==> config.mk <==
export PLATFORM = sky130hd
export DESIGN_NAME = uart_tx_fifo
export DESIGN_NICKNAME = d
export VERILOG_FILES = /design/src/rtl/uart_tx_fifo.sv
export SDC_FILE = /design/constraint.sdc
export NUM_CORES = 1
export LEC_CHECK = 0
export BUFFER_PORTS_ARGS = -buffer_cell sky130_fd_sc_hd__clkbuf_2
export CAP_MARGIN = 40
export CORE_MARGIN = 5
export CORE_UTILIZATION = 50
export DETAILED_ROUTE_END_ITERATION = 10
export PLACE_DENSITY = 0.65
export SLEW_MARGIN = 0
export SYNTH_ARGS = -nofsm -noshare
export SYNTH_HDL_FRONTEND = slang
export SYNTH_SLANG_ARGS = --single-unit
==> constraint.sdc <==
create_clock -name clk -period 4.2 [get_ports clk]
set_input_delay 0.42 -clock clk [delete_from_list [all_inputs] [get_ports clk]]
set_output_delay 0.42 -clock clk [all_outputs]
set_load 0.1 [all_outputs]
==> src/rtl/uart_tx_fifo.sv <==
// Buffered UART transmitter: valid/ready FIFO front end feeding an LSB-first serialiser.
// Optional parity bit is compiled in with `UART_TX_PARITY_EN (PARITY_ODD selects odd sense).
module uart_tx_fifo #(
  parameter int BAUD       = 104,
  parameter int DW         = 8,
  parameter int STOP_BITS  = 1,
  parameter int DEPTH      = 4,
  parameter int GAP        = 0,
  parameter int PARITY_ODD = 0
) (
  input  logic                     clk,
  input  logic                     rst,
  input  logic [DW-1:0]            data,
  input  logic                     valid,
  output logic                     ready,
  output logic                     tx,
  output logic                     busy,
  output logic [$clog2(DEPTH):0]   level
);

  localparam int AW       = $clog2(DEPTH);
  localparam int STOP_LEN = STOP_BITS * BAUD;
  localparam int CMAX     = (STOP_LEN > GAP) ? STOP_LEN : GAP;
  localparam int CW       = $clog2(CMAX + 1);
  localparam int IW       = $clog2(DW);

  localparam logic [AW:0]   PTR_ONE  = (AW+1)'(1);
  localparam logic [CW-1:0] CNT_ONE  = CW'(1);
  localparam logic [CW-1:0] CNT_BIT  = CW'(BAUD - 1);
  localparam logic [CW-1:0] CNT_STOP = CW'(STOP_LEN - 1);
  localparam logic [CW-1:0] CNT_GAP  = CW'(GAP - 1);
  localparam logic [IW-1:0] IDX_ONE  = IW'(1);
  localparam logic [IW-1:0] IDX_LAST = IW'(DW - 1);

  typedef enum logic [2:0] {
    S_IDLE   = 3'd0,
    S_START  = 3'd1,
    S_DATA   = 3'd2,
`ifdef UART_TX_PARITY_EN
    S_PARITY = 3'd3,
`endif
    S_STOP   = 3'd4,
    S_GAP    = 3'd5
  } state_t;

`ifdef UART_TX_PARITY_EN
  localparam logic ODD_BIT = (PARITY_ODD != 0);

  function automatic logic parity_f(input logic [DW-1:0] w);
    return (^w) ^ ODD_BIT;
  endfunction
`endif

  logic [DW-1:0] mem_q [DEPTH];
  logic [AW:0]   wr_ptr_q, wr_ptr_d, rd_ptr_q, rd_ptr_d;
  logic [AW:0]   level_q, level_d;
  logic          full_q, full_d;
  state_t        state_q, state_d;
  logic [CW-1:0] cnt_q, cnt_d;
  logic [IW-1:0] idx_q, idx_d;
  logic [DW-1:0] sh_q, sh_d;
  logic          par_q, par_d;
  logic          tx_q, tx_d;
  logic          busy_q, busy_d;

  logic          push_s, pop_s, empty_s, bit_end_s, start_next_s;
  logic [DW-1:0] head_s;

  assign ready     = !full_q;
  assign tx        = tx_q;
  assign busy      = busy_q;
  assign level     = level_q;
  assign push_s    = valid && !full_q;
  assign empty_s   = (level_q == '0);
  assign head_s    = mem_q[rd_ptr_q[AW-1:0]];
  assign bit_end_s = (cnt_q == CNT_BIT);

  // FIFO storage; only words accepted by the handshake are written
  always_ff @(posedge clk) begin
    if (push_s) begin
      mem_q[wr_ptr_q[AW-1:0]] <= data;
    end
  end

  // FIFO pointer, occupancy and full-flag next state
  always_comb begin
    wr_ptr_d = push_s ? (wr_ptr_q + PTR_ONE) : wr_ptr_q;
    rd_ptr_d = pop_s  ? (rd_ptr_q + PTR_ONE) : rd_ptr_q;
    level_d  = wr_ptr_d - rd_ptr_d;
    full_d   = (wr_ptr_d[AW] != rd_ptr_d[AW]) &&
               (wr_ptr_d[AW-1:0] == rd_ptr_d[AW-1:0]);
  end

  // Serialiser FSM: next state, bit timing and the registered tx value
  always_comb begin
    state_d      = state_q;
    cnt_d        = cnt_q;
    idx_d        = idx_q;
    sh_d         = sh_q;
    par_d        = par_q;
    tx_d         = tx_q;
    pop_s        = 1'b0;
    start_next_s = 1'b0;

    case (state_q)
      S_IDLE: begin
        tx_d = 1'b1;
        if (!empty_s) begin
          start_next_s = 1'b1;
        end else begin
          cnt_d = '0;
        end
      end
      S_START: begin
        if (bit_end_s) begin
          state_d = S_DATA;
          cnt_d   = '0;
          idx_d   = '0;
          tx_d    = sh_q[0];
        end else begin
          cnt_d = cnt_q + CNT_ONE;
        end
      end
      S_DATA: begin
        if (bit_end_s) begin
          cnt_d = '0;
          if (idx_q == IDX_LAST) begin
`ifdef UART_TX_PARITY_EN
            state_d = S_PARITY;
            tx_d    = par_q;
`else
            state_d = S_STOP;
            tx_d    = 1'b1;
`endif
          end else begin
            // bit i always sits in sh_q[0] after i shifts
            idx_d = idx_q + IDX_ONE;
            sh_d  = {1'b0, sh_q[DW-1:1]};
            tx_d  = sh_q[1];
          end
        end else begin
          cnt_d = cnt_q + CNT_ONE;
        end
      end
`ifdef UART_TX_PARITY_EN
      S_PARITY: begin
        if (bit_end_s) begin
          state_d = S_STOP;
          cnt_d   = '0;
          tx_d    = 1'b1;
        end else begin
          cnt_d = cnt_q + CNT_ONE;
        end
      end
`endif
      S_STOP: begin
        if (cnt_q == CNT_STOP) begin
          cnt_d = '0;
          if (GAP > 0) begin
            state_d = S_GAP;
            tx_d    = 1'b1;
          end else if (!empty_s) begin
            start_next_s = 1'b1;
          end else begin
            state_d = S_IDLE;
            tx_d    = 1'b1;
          end
        end else begin
          cnt_d = cnt_q + CNT_ONE;
        end
      end
      S_GAP: begin
        if (cnt_q == CNT_GAP) begin
          cnt_d = '0;
          if (!empty_s) begin
            start_next_s = 1'b1;
          end else begin
            state_d = S_IDLE;
            tx_d    = 1'b1;
          end
        end else begin
          cnt_d = cnt_q + CNT_ONE;
        end
      end
      default: begin
        state_d = S_IDLE;
        cnt_d   = '0;
        tx_d    = 1'b1;
      end
    endcase

    // Common frame launch: pop the head word and drive the start bit
    if (start_next_s) begin
      pop_s   = 1'b1;
      sh_d    = head_s;
      state_d = S_START;
      cnt_d   = '0;
      tx_d    = 1'b0;
`ifdef UART_TX_PARITY_EN
      par_d   = parity_f(head_s);
`endif
    end else begin
      pop_s = 1'b0;
    end

    busy_d = (state_d != S_IDLE) || (level_d != '0);
  end

  // State registers with synchronous reset; reset also aborts any frame in flight
  always_ff @(posedge clk) begin
    if (rst) begin
      wr_ptr_q <= '0;
      rd_ptr_q <= '0;
      level_q  <= '0;
      full_q   <= 1'b0;
      state_q  <= S_IDLE;
      cnt_q    <= '0;
      idx_q    <= '0;
      sh_q     <= '0;
      par_q    <= 1'b0;
      tx_q     <= 1'b1;
      busy_q   <= 1'b0;
    end else begin
      wr_ptr_q <= wr_ptr_d;
      rd_ptr_q <= rd_ptr_d;
      level_q  <= level_d;
      full_q   <= full_d;
      state_q  <= state_d;
      cnt_q    <= cnt_d;
      idx_q    <= idx_d;
      sh_q     <= sh_d;
      par_q    <= par_d;
      tx_q     <= tx_d;
      busy_q   <= busy_d;
    end
  end

endmodule

==> results.md <==
- Setup slack on the critical path of the routed design comes to 1.30 ns.
- The fraction of synthesis flops using an asynchronous set or reset pin is 0%.
- The maximum root-to-sink buffer count is 2.
- The die covers 0.00771 mm².
- The wire length of the first global-routing pass is 9490 µm.
- The synthesis warning total is 0.
- The number of fill cells in the layout is 497.
- The post-route minimum period is around 2.9 ns.
- The switching power summed over all nets is 763 µW.
- The flow ran to the end, and the final reports show no timing, DRC or antenna violations.
- The most common cell after layout, fill and taps aside is sky130_fd_sc_hd__dfxtp_1.
- The starting density of the core is 51.4%.
- The share of total power dissipated in sequential elements is 40.9%.
- The die width is between 80 and 90 µm.
- The flop and latch count out of synthesis is 65.
- The critical path class is reg2reg.
- The final antenna diode count is 0.
- The initial antenna violation count is 0.
- The data required time at the worst endpoint is approximately 4.4 ns.
- The area of the core is approximately 0.0059 mm².
- The number of hold buffers added after cts is 0.
- The later-pin clock latency in the skew report is 0.34 ns.
- Summed over its instances, the top area cell type makes up roughly a third of the synthesized netlist area.
- The clock tree root buffer cell is sky130_fd_sc_hd__clkbuf_8.
- Net switching is roughly 37% of the power.
- The dominant synthesized flop cell is sky130_fd_sc_hd__dfxtp_1.
- Synthesis produced 249 cells.
- The max-slew headroom at the worst pin is 57.6%.
- The total CTS buffers is 9.
- The total number of placement rows is 28.
- By area the synthesized netlist is led by sky130_fd_sc_hd__edfxtp_1, sky130_fd_sc_hd__dfxtp_1, sky130_fd_sc_hd__mux4_2.
- For this run, the total global-route usage over all layers was measured as 16.2%.
- In the final layout, the multi-input gates occupy 0.00133 mm².
- The net count reported at finish is 286.
- In this run the remaining antenna-violating nets after routing total 0.
- The max-slew violation total from the final report is 0.
- The half-perimeter wire length after placement is 3730 µm.
- STA classifies the critical path endpoint as a flop.
- For this block, the initial DRC count from the detailed router was 122.
- Dividing total power by cell area gives a power density of 614 mW/mm².
- The number of H-tree levels is 3.
- Entering global routing, the biggest net connects 27 pins.
- Setup violations remaining at the end of the flow were counted as 0.
- The per-cell via count in the routed design is approximately 5.7.
- Of the available clock period, the critical path in the final layout requires 69.1%.
- The synthesized netlist net count is 270.
- The TritonCTS clock tree is built.
- The reported leakage power is between 0.001 and 0.0015 µW.
- The number of port buffers is 16.
- The sequential cell area is 0.00162 mm².
- Of the cells placed in the final design, the portion with a size suffix greater than 1 is approximately 19%.
- The number of global-route vias before repair was about 2000.
- The share of the Yosys chip area taken by registers is 53.6%.
- In this run the count of I/O pins placed on the die edge is 17.
- The clock net in this run drives a total of 65 sinks.
- The via total after detailed routing is roughly 2000.
- The clock network accounts for ~27% of the total power.
- The largest driver fanout on the critical path is 5.
- The average detailed-routed wire length per instance is about 16 µm.
- Routability-driven placement finished with a final weighted congestion of between 0.8 and 0.9.
- Summed over all instances, the cell type with the most area after synthesis is sky130_fd_sc_hd__edfxtp_1.
- The number of post-CTS setup repair buffers is 0.
- The die is about 88 µm tall.
- A synthesized cell averages approximately 12 µm².
- Hold is met by 0.292 ns.
- Gates resized during post-CTS repair numbered 0.
- Before CTS, the worst setup slack after placement is roughly 1.3 ns.
- Setup repair after global routing left no endpoint under its margin.
- The clock arrives with slightly above 0.01 ns of skew.
- The internal power of the cells is 1300 µW.
- The data arrival time of the critical path is between 3 and 4 ns.
- Clock-pin slew was measured on the worst setup and hold paths at ~0.080 ns.
- In this run the cell area of the synthesized design comes to around 0.0030 mm².
- The maximum achievable frequency is 345 MHz.
- The category of the worst setup path launch point is a flop.
- For this run the aggregate overflow at the end of global routing stands at 0.
- Counting flops with a built-in enable in the synthesized netlist gives 32.
- The count of TritonRoute iterations in the first routing pass is 4.
- In the routed design, unresolved DRC markers number 0.
- In this run the worst hold path is classified as in2reg.
- The post-synthesis to final-layout area growth is 11.1%.
- The sum of negative setup slack is 0 ns.
- Of the total power, combinational logic draws 32.2%.
- The count of maximum capacitance violations is 0.
- In the layout the commonest cells are sky130_fd_sc_hd__dfxtp_1, sky130_fd_sc_hd__edfxtp_1, sky130_fd_sc_hd__nor2_1.
- The worst IR drop on VDD is 319 µV.
- The count of final hold-check violations came to 0.
- The routed design has ~5400 µm of wire.
- After synthesis, the netlist uses between 50 and 60 different library cells.
- The slew at the pin closest to its max-slew limit is ~0.63 ns.
## critical path: stages, from the launching register on
cell and delay [ns]:
sky130_fd_sc_hd__dfxtp_1 0.40, sky130_fd_sc_hd__ha_1 0.29, sky130_fd_sc_hd__nand4_4 0.18, sky130_fd_sc_hd__o41ai_4 0.33, sky130_fd_sc_hd__o21ai_2 0.16, sky130_fd_sc_hd__mux2i_4 0.22
sky130_fd_sc_hd__xnor2_1 0.21, sky130_fd_sc_hd__ha_1 0.17, sky130_fd_sc_hd__inv_1 0.05, sky130_fd_sc_hd__o2111a_1 0.13, sky130_fd_sc_hd__a311o_1 0.32, sky130_fd_sc_hd__xnor3_1 0.23
sky130_fd_sc_hd__a21oi_1 0.07
## kinds of logic after synthesis
family,count (synthesis),share of synthesized area [%]
AO/OA/AOI/OAI,50,12.5
AND/OR/NAND/NOR,80,14.5
adder cells (fa/ha/maj),10,4.14
buffers and inverters,18,2.56
multiplexers,18,9.68
XOR/XNOR,8,3.02
flip-flops,65,53.6
## layer usage
layer	vias up	global-route usage [%]	part of all wire, %
met5	-	0	0
met4	0	8.23	1.4
met3	6	3.01	4.6
met2	45	26.0	48
met1	933	21.0	46
li1	970	-	-
## final timing paths
path	from	end	slack, ns	depth (start not counted)
hold / removal	data[5]	mem_q[0][5]	0.29	1
hold reg to reg	sh_q[7]	sh_q[7]	0.47	2
setup / recovery	cnt_q[0]	busy	1.30	12
setup reg to reg	cnt_q[0]	busy	1.30	12
## synthesized netlist by cell type (2+ instances only)
library cell,count
sky130_fd_sc_hd__edfxtp_1,32
sky130_fd_sc_hd__mux2i_1,9
sky130_fd_sc_hd__nor2b_1,10
sky130_fd_sc_hd__inv_1,6
sky130_fd_sc_hd__or3_1,3
sky130_fd_sc_hd__nor3_1,5
sky130_fd_sc_hd__nor2_1,25
sky130_fd_sc_hd__nand2_1,8
sky130_fd_sc_hd__a21oi_1,12
sky130_fd_sc_hd__o21ai_0,8
sky130_fd_sc_hd__buf_2,2
sky130_fd_sc_hd__a211oi_1,9
sky130_fd_sc_hd__a311oi_1,2
sky130_fd_sc_hd__nand4_1,2
sky130_fd_sc_hd__nand3_1,6
sky130_fd_sc_hd__dfxtp_1,33
sky130_fd_sc_hd__clkbuf_1,8
sky130_fd_sc_hd__and2_1,6
sky130_fd_sc_hd__ha_1,10
sky130_fd_sc_hd__mux4_2,8
sky130_fd_sc_hd__xnor2_1,5
sky130_fd_sc_hd__nand2b_1,7
## flip-flops by register name, indices dropped and copies added (netlist names)
signal	flops
idx_q	3
mem_q	32
sh_q	8
tx	1
wr_ptr_q	3
level	3
busy	1
rd_ptr_q	3
state_q	3
full_q	1
cnt_q	7
## area by class of cell
cell class / count / share of cell area, %
well taps: 75 / 2.79
clock inverters: 7 / 2.53
repair buffers: 17 / 2.61
multi-input cells: 166 / 39.5
inverters: 6 / 0.670
flip-flops and latches: 65 / 48.3
clock buffers: 9 / 3.69
## power by group through the flow
stage	Sequential [µW]	Combinational [µW]	Clock, µW
6_report	844	665	554
3_3_place_gp	859	667	0
5_1_grt	862	737	598
2_1_floorplan	936	466	0
4_1_cts	845	674	567
3_5_place_dp	860	673	0
## through the flow
step	power, µW	instance area [µm²]	cells	util, %
global placement	1530	3150	329	53.6
detailed placement	1530	3150	329	53.6
CTS	2090	3360	345	57.1
finish	2060	3360	345	57.1
global route	2200	3360	345	57.1
floorplan	1400	3030	249	-
Note: power is estimated with default switching activity, not from simulation.
